File: src/rtl/vx_raster_tile_walker_if.sv
// Tile-in / block-out handshake bundle for vx_raster_tile_walker.
// The walker takes the slave modport; the tile source / block sink takes master.
`ifndef RASTER_DIM_BITS
`define RASTER_DIM_BITS 16
`endif
`ifndef RASTER_DATA_BITS
`define RASTER_DATA_BITS 32
`endif

interface vx_raster_tile_walker_if #(
    parameter int DIM_BITS  = `RASTER_DIM_BITS,
    parameter int DATA_BITS = `RASTER_DATA_BITS
);
    logic                                valid_in;
    logic                                ready_in;
    logic [DIM_BITS-1:0]                 xloc_in;
    logic [DIM_BITS-1:0]                 yloc_in;
    logic [2:0][2:0][DATA_BITS-1:0]      edges_in;
    logic [2:0][DATA_BITS-1:0]           extents_in;

    logic                                valid_out;
    logic                                ready_out;
    logic [DIM_BITS-1:0]                 xloc_out;
    logic [DIM_BITS-1:0]                 yloc_out;
    logic [2:0][2:0][DATA_BITS-1:0]      edges_out;

    modport master (
        output valid_in, xloc_in, yloc_in, edges_in, extents_in, ready_out,
        input  ready_in, valid_out, xloc_out, yloc_out, edges_out
    );

    modport slave (
        input  valid_in, xloc_in, yloc_in, edges_in, extents_in, ready_out,
        output ready_in, valid_out, xloc_out, yloc_out, edges_out
    );
endinterface

File: src/rtl/vx_raster_tile_walker.sv
// Quad-tree depth-first tile walker: emits every overlapping 2^BLOCK_LOGSIZE block of a tile.
// Optional perf counters (perf_blocks/perf_stalls) enabled by defining PERF_RASTER_TILE_WALK_EN.
`ifndef RASTER_DIM_BITS
`define RASTER_DIM_BITS 16
`endif
`ifndef RASTER_DATA_BITS
`define RASTER_DATA_BITS 32
`endif

module vx_raster_tile_walker #(
    parameter int TILE_LOGSIZE  = 5,
    parameter int BLOCK_LOGSIZE = 2,
    parameter int STACK_DEPTH   = 12
) (
    input  logic                     clk,
    input  logic                     reset,
    vx_raster_tile_walker_if.slave   bus,
`ifdef PERF_RASTER_TILE_WALK_EN
    output logic [31:0]              perf_blocks,
    output logic [31:0]              perf_stalls,
`endif
    output logic                     tile_done
);
    localparam int DB   = `RASTER_DATA_BITS;
    localparam int DIMB = `RASTER_DIM_BITS;
    localparam int OW   = TILE_LOGSIZE;
    localparam int LW   = $clog2(TILE_LOGSIZE + 1);
    localparam int SPW  = $clog2(STACK_DEPTH + 1);

    typedef enum logic [1:0] {S_IDLE, S_TEST, S_POP} state_t;

    typedef struct packed {
        logic [OW-1:0]        x;
        logic [OW-1:0]        y;
        logic [LW-1:0]        k;
        logic [2:0][DB-1:0]   ev;
    } node_t;

    state_t                   state_q;
    node_t                    cur_q;
    node_t                    stack_q [STACK_DEPTH];
    logic [SPW-1:0]           sp_q;
    logic [1:0]               j_q;
    logic [2:0][DB-1:0]       a_q, b_q, ext_q;
    logic [DIMB-1:0]          org_x_q, org_y_q;
    logic                     ready_in_q, valid_out_q, tile_done_q;
    logic [DIMB-1:0]          xloc_out_q, yloc_out_q;
    logic [2:0][2:0][DB-1:0]  edges_out_q;

    node_t                    child;
    logic                     child_hit, child_leaf, push_now, step_done;
    logic [LW-1:0]            sh, ext_sh;
    logic [DB-1:0]            sum;

    // Child j of the current node, its edge values and overlap test
    always_comb begin
        sh        = cur_q.k - 1'b1;
        ext_sh    = LW'(TILE_LOGSIZE) - sh;
        child     = cur_q;
        child.k   = sh;
        child.x   = cur_q.x + (j_q[0] ? (OW'(1) << sh) : '0);
        child.y   = cur_q.y + (j_q[1] ? (OW'(1) << sh) : '0);
        child_hit = 1'b1;
        sum       = '0;
        for (int unsigned i = 0; i < 3; i++) begin
            child.ev[i] = cur_q.ev[i] + (j_q[0] ? (a_q[i] << sh) : '0)
                                      + (j_q[1] ? (b_q[i] << sh) : '0);
            sum = child.ev[i] + (ext_q[i] >> ext_sh);
            if (sum[DB-1]) child_hit = 1'b0;
        end
        child_leaf = (cur_q.k == LW'(BLOCK_LOGSIZE + 1));
        push_now   = (state_q == S_TEST) && !valid_out_q && child_hit && !child_leaf;
        // a child is finished once skipped/pushed, or once its block handshakes
        step_done  = (state_q == S_TEST) &&
                     (valid_out_q ? bus.ready_out : !(child_hit && child_leaf));
    end

    always_ff @(posedge clk) begin
        if (reset) begin
            state_q     <= S_IDLE;
            sp_q        <= '0;
            j_q         <= '0;
            ready_in_q  <= 1'b0;
            valid_out_q <= 1'b0;
            tile_done_q <= 1'b0;
        end else begin
            tile_done_q <= 1'b0;
            case (state_q)
                S_IDLE: begin
                    ready_in_q <= 1'b1;
                    if (bus.valid_in && ready_in_q) begin
                        ready_in_q <= 1'b0;
                        org_x_q    <= bus.xloc_in;
                        org_y_q    <= bus.yloc_in;
                        for (int unsigned i = 0; i < 3; i++) begin
                            a_q[i]      <= bus.edges_in[i][2];
                            b_q[i]      <= bus.edges_in[i][1];
                            cur_q.ev[i] <= bus.edges_in[i][0];
                            ext_q[i]    <= bus.extents_in[i];
                        end
                        cur_q.x <= '0;
                        cur_q.y <= '0;
                        cur_q.k <= LW'(TILE_LOGSIZE);
                        j_q     <= '0;
                        state_q <= S_TEST;
                    end
                end
                S_TEST: begin
                    if (valid_out_q) begin
                        if (bus.ready_out) valid_out_q <= 1'b0;
                    end else if (child_hit && child_leaf) begin
                        valid_out_q <= 1'b1;
                        xloc_out_q  <= org_x_q + DIMB'(child.x);
                        yloc_out_q  <= org_y_q + DIMB'(child.y);
                        for (int unsigned i = 0; i < 3; i++)
                            edges_out_q[i] <= {a_q[i], b_q[i], child.ev[i]};
                    end
                    if (push_now) begin
                        assert (sp_q < SPW'(STACK_DEPTH));
                        stack_q[sp_q] <= child;
                        sp_q          <= sp_q + 1'b1;
                    end
                    if (step_done) begin
                        j_q <= j_q + 1'b1;
                        if (j_q == 2'd3) begin
                            if (sp_q != '0 || push_now) begin
                                state_q <= S_POP;
                            end else begin
                                tile_done_q <= 1'b1;
                                state_q     <= S_IDLE;
                            end
                        end
                    end
                end
                S_POP: begin
                    cur_q   <= stack_q[sp_q - 1'b1];
                    sp_q    <= sp_q - 1'b1;
                    j_q     <= '0;
                    state_q <= S_TEST;
                end
                default: state_q <= S_IDLE;
            endcase
        end
    end

    assign bus.ready_in  = ready_in_q;
    assign bus.valid_out = valid_out_q;
    assign bus.xloc_out  = xloc_out_q;
    assign bus.yloc_out  = yloc_out_q;
    assign bus.edges_out = edges_out_q;
    assign tile_done     = tile_done_q;

`ifdef PERF_RASTER_TILE_WALK_EN
    logic [31:0] perf_blocks_q, perf_stalls_q;

    always_ff @(posedge clk) begin
        if (reset) begin
            perf_blocks_q <= '0;
            perf_stalls_q <= '0;
        end else if (valid_out_q) begin
            if (bus.ready_out) perf_blocks_q <= perf_blocks_q + 32'd1;
            else               perf_stalls_q <= perf_stalls_q + 32'd1;
        end
    end

    assign perf_blocks = perf_blocks_q;
    assign perf_stalls = perf_stalls_q;
`endif
endmodule

File: src/flat_wrapper.sv
// flat-port wrapper written by rule: the top's interface ports become plain ports
module vx_raster_tile_walker_flat 
#(
    parameter int TILE_LOGSIZE  = 5,
    parameter int BLOCK_LOGSIZE = 2,
    parameter int STACK_DEPTH   = 12
)
  (clk, reset, tile_done, bus_valid_in, bus_xloc_in, bus_yloc_in, bus_edges_in, bus_extents_in, bus_ready_out, bus_ready_in, bus_valid_out, bus_xloc_out, bus_yloc_out, bus_edges_out);
  vx_raster_tile_walker_if bus_i ();
  input  logic clk;
  input  logic reset;
  output logic tile_done;
  input wire logic [$bits(bus_i.valid_in)-1:0] bus_valid_in;
  input wire logic [$bits(bus_i.xloc_in)-1:0] bus_xloc_in;
  input wire logic [$bits(bus_i.yloc_in)-1:0] bus_yloc_in;
  input wire logic [$bits(bus_i.edges_in)-1:0] bus_edges_in;
  input wire logic [$bits(bus_i.extents_in)-1:0] bus_extents_in;
  input wire logic [$bits(bus_i.ready_out)-1:0] bus_ready_out;
  output wire logic [$bits(bus_i.ready_in)-1:0] bus_ready_in;
  output wire logic [$bits(bus_i.valid_out)-1:0] bus_valid_out;
  output wire logic [$bits(bus_i.xloc_out)-1:0] bus_xloc_out;
  output wire logic [$bits(bus_i.yloc_out)-1:0] bus_yloc_out;
  output wire logic [$bits(bus_i.edges_out)-1:0] bus_edges_out;
  assign bus_i.valid_in = bus_valid_in;
  assign bus_i.xloc_in = bus_xloc_in;
  assign bus_i.yloc_in = bus_yloc_in;
  assign bus_i.edges_in = bus_edges_in;
  assign bus_i.extents_in = bus_extents_in;
  assign bus_i.ready_out = bus_ready_out;
  assign bus_ready_in = bus_i.ready_in;
  assign bus_valid_out = bus_i.valid_out;
  assign bus_xloc_out = bus_i.xloc_out;
  assign bus_yloc_out = bus_i.yloc_out;
  assign bus_edges_out = bus_i.edges_out;
  vx_raster_tile_walker #(.TILE_LOGSIZE(TILE_LOGSIZE), .BLOCK_LOGSIZE(BLOCK_LOGSIZE), .STACK_DEPTH(STACK_DEPTH)) u_core (.clk(clk), .reset(reset), .bus(bus_i), .tile_done(tile_done));
endmodule
File: config.mk
export PLATFORM = sky130hd
export DESIGN_NAME = vx_raster_tile_walker_flat
export DESIGN_NICKNAME = d
export VERILOG_FILES = /design/src/rtl/vx_raster_tile_walker_if.sv /design/src/rtl/vx_raster_tile_walker.sv /design/src/flat_wrapper.sv
export SDC_FILE = /design/constraint.sdc
export NUM_CORES = 2
export LEC_CHECK = 0
export CAP_MARGIN = 40
export CORE_ASPECT_RATIO = 0.75
export CORE_MARGIN = 1.5
export CORE_UTILIZATION = 59
export DETAILED_ROUTE_END_ITERATION = 8
export HOLD_SLACK_MARGIN = 0.05
export PLACE_DENSITY_LB_ADDON = 0.1
export SLEW_MARGIN = 20
export SYNTH_ARGS = -nofsm -noshare
export SYNTH_HDL_FRONTEND = slang
export SYNTH_SLANG_ARGS = --single-unit
File: constraint.sdc
create_clock -name clk -period 40.7 [get_ports clk]
set_clock_uncertainty 0.2 [all_clocks]
set_input_delay 8.14 -clock clk [delete_from_list [all_inputs] [get_ports clk]]
set_output_delay 8.14 -clock clk [all_outputs]
set_load 0.02 [all_outputs]
==> results.md <==
Clock tree:
- The tree built by TritonCTS fans out to about 2,100 sinks.
- Clock latency on the worst-skew pair, taken at its later pin, is 0.87 ns.
- Clock tree synthesis selected as its root buffer the cell sky130_fd_sc_hd__clkbuf_16.
- TritonCTS built the clock tree.
- TritonCTS created between 150 and 200 clock buffers.
- The clock slew seen by the registers of the worst setup and hold paths is approximately 0.06 ns.
- The number of hold-repair buffers added at the cts stage is 0.
- In this run the number of H-tree levels came out at 4.
- Once the clock tree was built, the setup fixing pass inserted 0 buffers.
- In this run, post-CTS repair resized a total of 0 instances.
- No sink is reached through more buffers than the 3 on the longest clock path.

Layout:
- The area added between synthesis and finish is 18.9%.
- The net count of the finished layout is 7,579.
- The post-route netlist has between 10% and 20% of its cells at a drive strength greater than 1.
- Summing all non-filler instances in the final layout gives an area of roughly 110,000 sq um.

STA:
- The hold violation count in the final report is 0.
- The final max-slew violation count is 0.
- The count of final setup violators is 0.
- The achievable frequency is slightly below 0.08 GHz.
- Setup repair after global routing left no endpoint under its margin.
- For the pin with the worst max-slew slack, the measured transition is 1.09 ns.
- Headroom to the max-slew limit came out at between 20% and 30%.
- The time the worst path needs with I/O delays and setup is about 13 ns.
- Of the available clock period, the critical path in the final layout requires between 30% and 40%.
- The aggregate negative setup slack is 0 ns.

Synth:
- The dominant synthesized flop cell is sky130_fd_sc_hd__edfxtp_1.
- The number of distinct library cells after synthesis is slightly below 80.
- The most repeated cell in the gate-level netlist after synthesis is sky130_fd_sc_hd__edfxtp_1.
- The mapped cell area is between 90,000 and 100,000 sq um.
- The commonest cells after synthesis are 2,057 x sky130_fd_sc_hd__edfxtp_1, 602 x sky130_fd_sc_hd__nand2_1, 488 x sky130_fd_sc_hd__o21ai_0.
- In this run the mean area of a mapped cell was ~15 sq um.
- The sequential share of the synthesized area is approximately two thirds.
- After synthesis the netlist holds a flip-flop and latch count of around 2,100.
- Yosys mapped a number of flops with a built-in enable equal to 2,057.
- The synthesis warning total is 0.
- For this run, asynchronously set or reset flops after synthesis account for 0%.
- Ranked by total cell area, the synthesized netlist is headed by sky130_fd_sc_hd__edfxtp_1 66%, sky130_fd_sc_hd__mux4_2 8.4%, sky130_fd_sc_hd__mux2i_1 3.2%.
- The largest area contributor in the synthesized netlist is sky130_fd_sc_hd__edfxtp_1.
- The top-area cell type share of the netlist area is around two thirds.
- The net count of the mapped netlist is about 6,800.
- The number of cells produced by synthesis is approximately 6,000.

Place:
- Routability-driven placement finished with a final weighted congestion of between 0.9 and 1.
- Summing all placed instances gives a cell area of about 100,000 sq um.
- The wire-length estimate of the detail-placed layout is around 190,000 microns.
- The number of I/O port buffers is between 700 and 800.

Critical path:
- In this run the critical register-to-register path is captured at u_core.bus.edges_out[146].
- The kind of cell with the highest combined delay along the critical path is buffers and inverters.
- The category of the worst setup path capture point is a register.
- The cell at the slowest stage of the critical path is sky130_fd_sc_hd__buf_4.
- The maximum fanout along the worst path is 110.
- The source of the worst register-to-register timing path is u_core.cur_q[96].
- The slack of the worst reg-to-reg path is 28.07 ns.
- Together, buffers and inverters on the worst path number 10.
- The number of cell instances on the worst register-to-register path is 37.
- STA puts the critical path data arrival time at about 13 ns.
- On the worst path, the slowest cell contributes a delay of approximately 0.67 ns.
- The most numerous cell type found on the critical path is sky130_fd_sc_hd__buf_4.
- The startpoint type of the worst setup path is a register.
- The data required time of the worst path is roughly 40 ns.
- The start-to-end type of the worst setup path is reg2reg.

Detailed routing:
- The number of DRC violations after detailed routing is 0.
- The number of DRC violations after detailed-routing iteration 0 is 8,283.
- The number of nets with antenna violations after routing is 0.
- The wire length per cell after detailed routing is 31.1 microns.
- The via-per-instance ratio is roughly 6.4.
- The number of detailed-routing iterations run before antenna repair is 7.
- Across all layers, the routed design uses about 58,000 vias.
- The wire length reported by the detailed router is 284,000 microns.

Job:
- The number of max-cap violations is 0.

Worst hold path:
- For hold timing, the worst endpoint is u_core.bus.edges_out[159].
- In this run the most critical hold path is launched from u_core.b_q[63].
- Along the worst hold path, the cell count comes to 0.
- The path class of the tightest hold or removal check is reg2reg.

Die:
- For this design the top-level I/O count stands at 743.
- The floorplan step set the die height to 347 microns.
- The starting density of the core is between 50% and 60%.
- The die covers 160,000 sq um.
- The area of the placeable core is 157,000 sq um.
- The floorplan has between 100 and 150 rows.
- The die is around 460 microns wide.

Power:
- The design draws between 4 and 5 mW.
- The maximum VDD drop is about 0.050 mV.
- For this design the static power due to leakage is ~40 nW.
- In this run the power density over the cells is 42.0 nW/um^2.

Status:
- The flow ran to the end, and the final reports show no timing, DRC or antenna violations.

GRT:
- The pin count of the biggest net entering global routing is approximately 150.
- Summed over all layers, the global routing overflow is 0.
- The first-pass GRT wire length is roughly 400,000 microns.
- The number of global-route vias before repair is between 50,000 and 60,000.
- The overall global routing resource usage is roughly 35%.
- The number of antenna violations at the first check in global routing is 20.
[final cells by class]
type	count	area, sq um
tap	2112	2640
fill	10214	46300
timing repair buffer	951	9560
clock inverter	116	1360
multi-input combinational	3377	29400
sequential	2068	62000
antenna	6	15.0
clock buffer	234	4950
inverter	263	1000
[flip-flops by register name (all words and copies together), names as in the netlist]
signal                flops
u_core.sp_q               4
u_core.state_q            2
u_core.cur_q            109
u_core.b_q               96
u_core.org_x_q           16
u_core.bus.edges_out    288
u_core.ext_q             96
u_core.bus.ready_in       1
u_core.stack_q         1308
u_core.j_q                2
u_core.bus.valid_out      1
u_core.bus.yloc_out      16
u_core.org_y_q           16
u_core.bus.xloc_out      16
u_core.tile_done          1
u_core.a_q               96
[where the power goes]
part | switching [mW] | internal [mW] | total (mW)
sequential | 0.0200 | 2.39 | 2.41
clock | 0.819 | 1.00 | 1.82
combinational | 0.266 | 0.165 | 0.431
[stage by stage]
stage          setup slack [ns]  hold WS [ns]  std cells  util [%]
2_1_floorplan              8.11         0.221       6022         -
3_3_place_gp              28.55         0.252       8720      66.0
3_5_place_dp              28.28         0.255       8758      66.3
4_1_cts                   28.23         0.275       9108      70.4
5_1_grt                   27.29         0.277       9125      70.5
6_report                  28.07         0.276       9127      70.5
[placed cells by master, fill, tap and decap left out, types with 31 or more instances in the layout]
master / instances
sky130_fd_sc_hd__nor3_1: 39
sky130_fd_sc_hd__ha_1: 206
sky130_fd_sc_hd__clkbuf_16: 190
sky130_fd_sc_hd__buf_4: 157
sky130_fd_sc_hd__edfxtp_1: 2057
sky130_fd_sc_hd__nor2b_1: 31
sky130_fd_sc_hd__nor2_1: 265
sky130_fd_sc_hd__a211oi_1: 86
sky130_fd_sc_hd__xor2_1: 39
sky130_fd_sc_hd__a21oi_1: 187
sky130_fd_sc_hd__o211ai_1: 40
sky130_fd_sc_hd__clkinv_1: 38
sky130_fd_sc_hd__a21o_1: 60
sky130_fd_sc_hd__nand2_1: 601
sky130_fd_sc_hd__mux4_2: 348
sky130_fd_sc_hd__mux2i_1: 299
sky130_fd_sc_hd__mux2_2: 141
sky130_fd_sc_hd__fa_1: 100
sky130_fd_sc_hd__clkbuf_1: 41
sky130_fd_sc_hd__clkdlybuf4s50_1: 742
sky130_fd_sc_hd__nand3_1: 55
sky130_fd_sc_hd__o21ai_0: 488
sky130_fd_sc_hd__xnor2_1: 78
sky130_fd_sc_hd__inv_1: 261
[worst max-delay path by stage]
stage                           startpoint                         to  slack, ns  cells past startpoint
after CTS                 u_core.cur_q[96]  u_core.bus.edges_out[142]      28.23                     36
final                     u_core.cur_q[96]  u_core.bus.edges_out[146]      28.07                     37
after global placement    u_core.cur_q[96]  u_core.bus.edges_out[260]      28.55                     35
after global routing      u_core.cur_q[96]  u_core.bus.edges_out[142]      27.29                     37
after detailed placement  u_core.cur_q[96]  u_core.bus.edges_out[260]      28.28                     36
after floorplan           u_core.cur_q[96]    u_core.bus.edges_out[0]       8.11                     42
[metal layers]
layer	vias to the layer above	share of wire [%]	track usage (%)
met3	464	11	8.40
met1	29509	39	50.3
met2	3634	45	52.9
met4	12	4.4	14.8
met5	-	0.033	0
li1	24700	-	-
[logic make-up (layout without fill, tap and decap cells)]
group | count (synthesis) | after routing | synth area share [%]
AO/OA/AOI/OAI | 991 | 991 | 6.24
XOR/XNOR | 136 | 136 | 1.32
adder cells (fa/ha/maj) | 308 | 308 | 4.94
buffers and inverters | 577 | 1564 | 2.35
flip-flops | 2068 | 2068 | 66.5
multiplexers | 788 | 788 | 13.3
other | 0 | 6 | 0
AND/OR/NAND/NOR | 1154 | 1154 | 5.35
No activity file was read; power rests on OpenSTA's default activity.
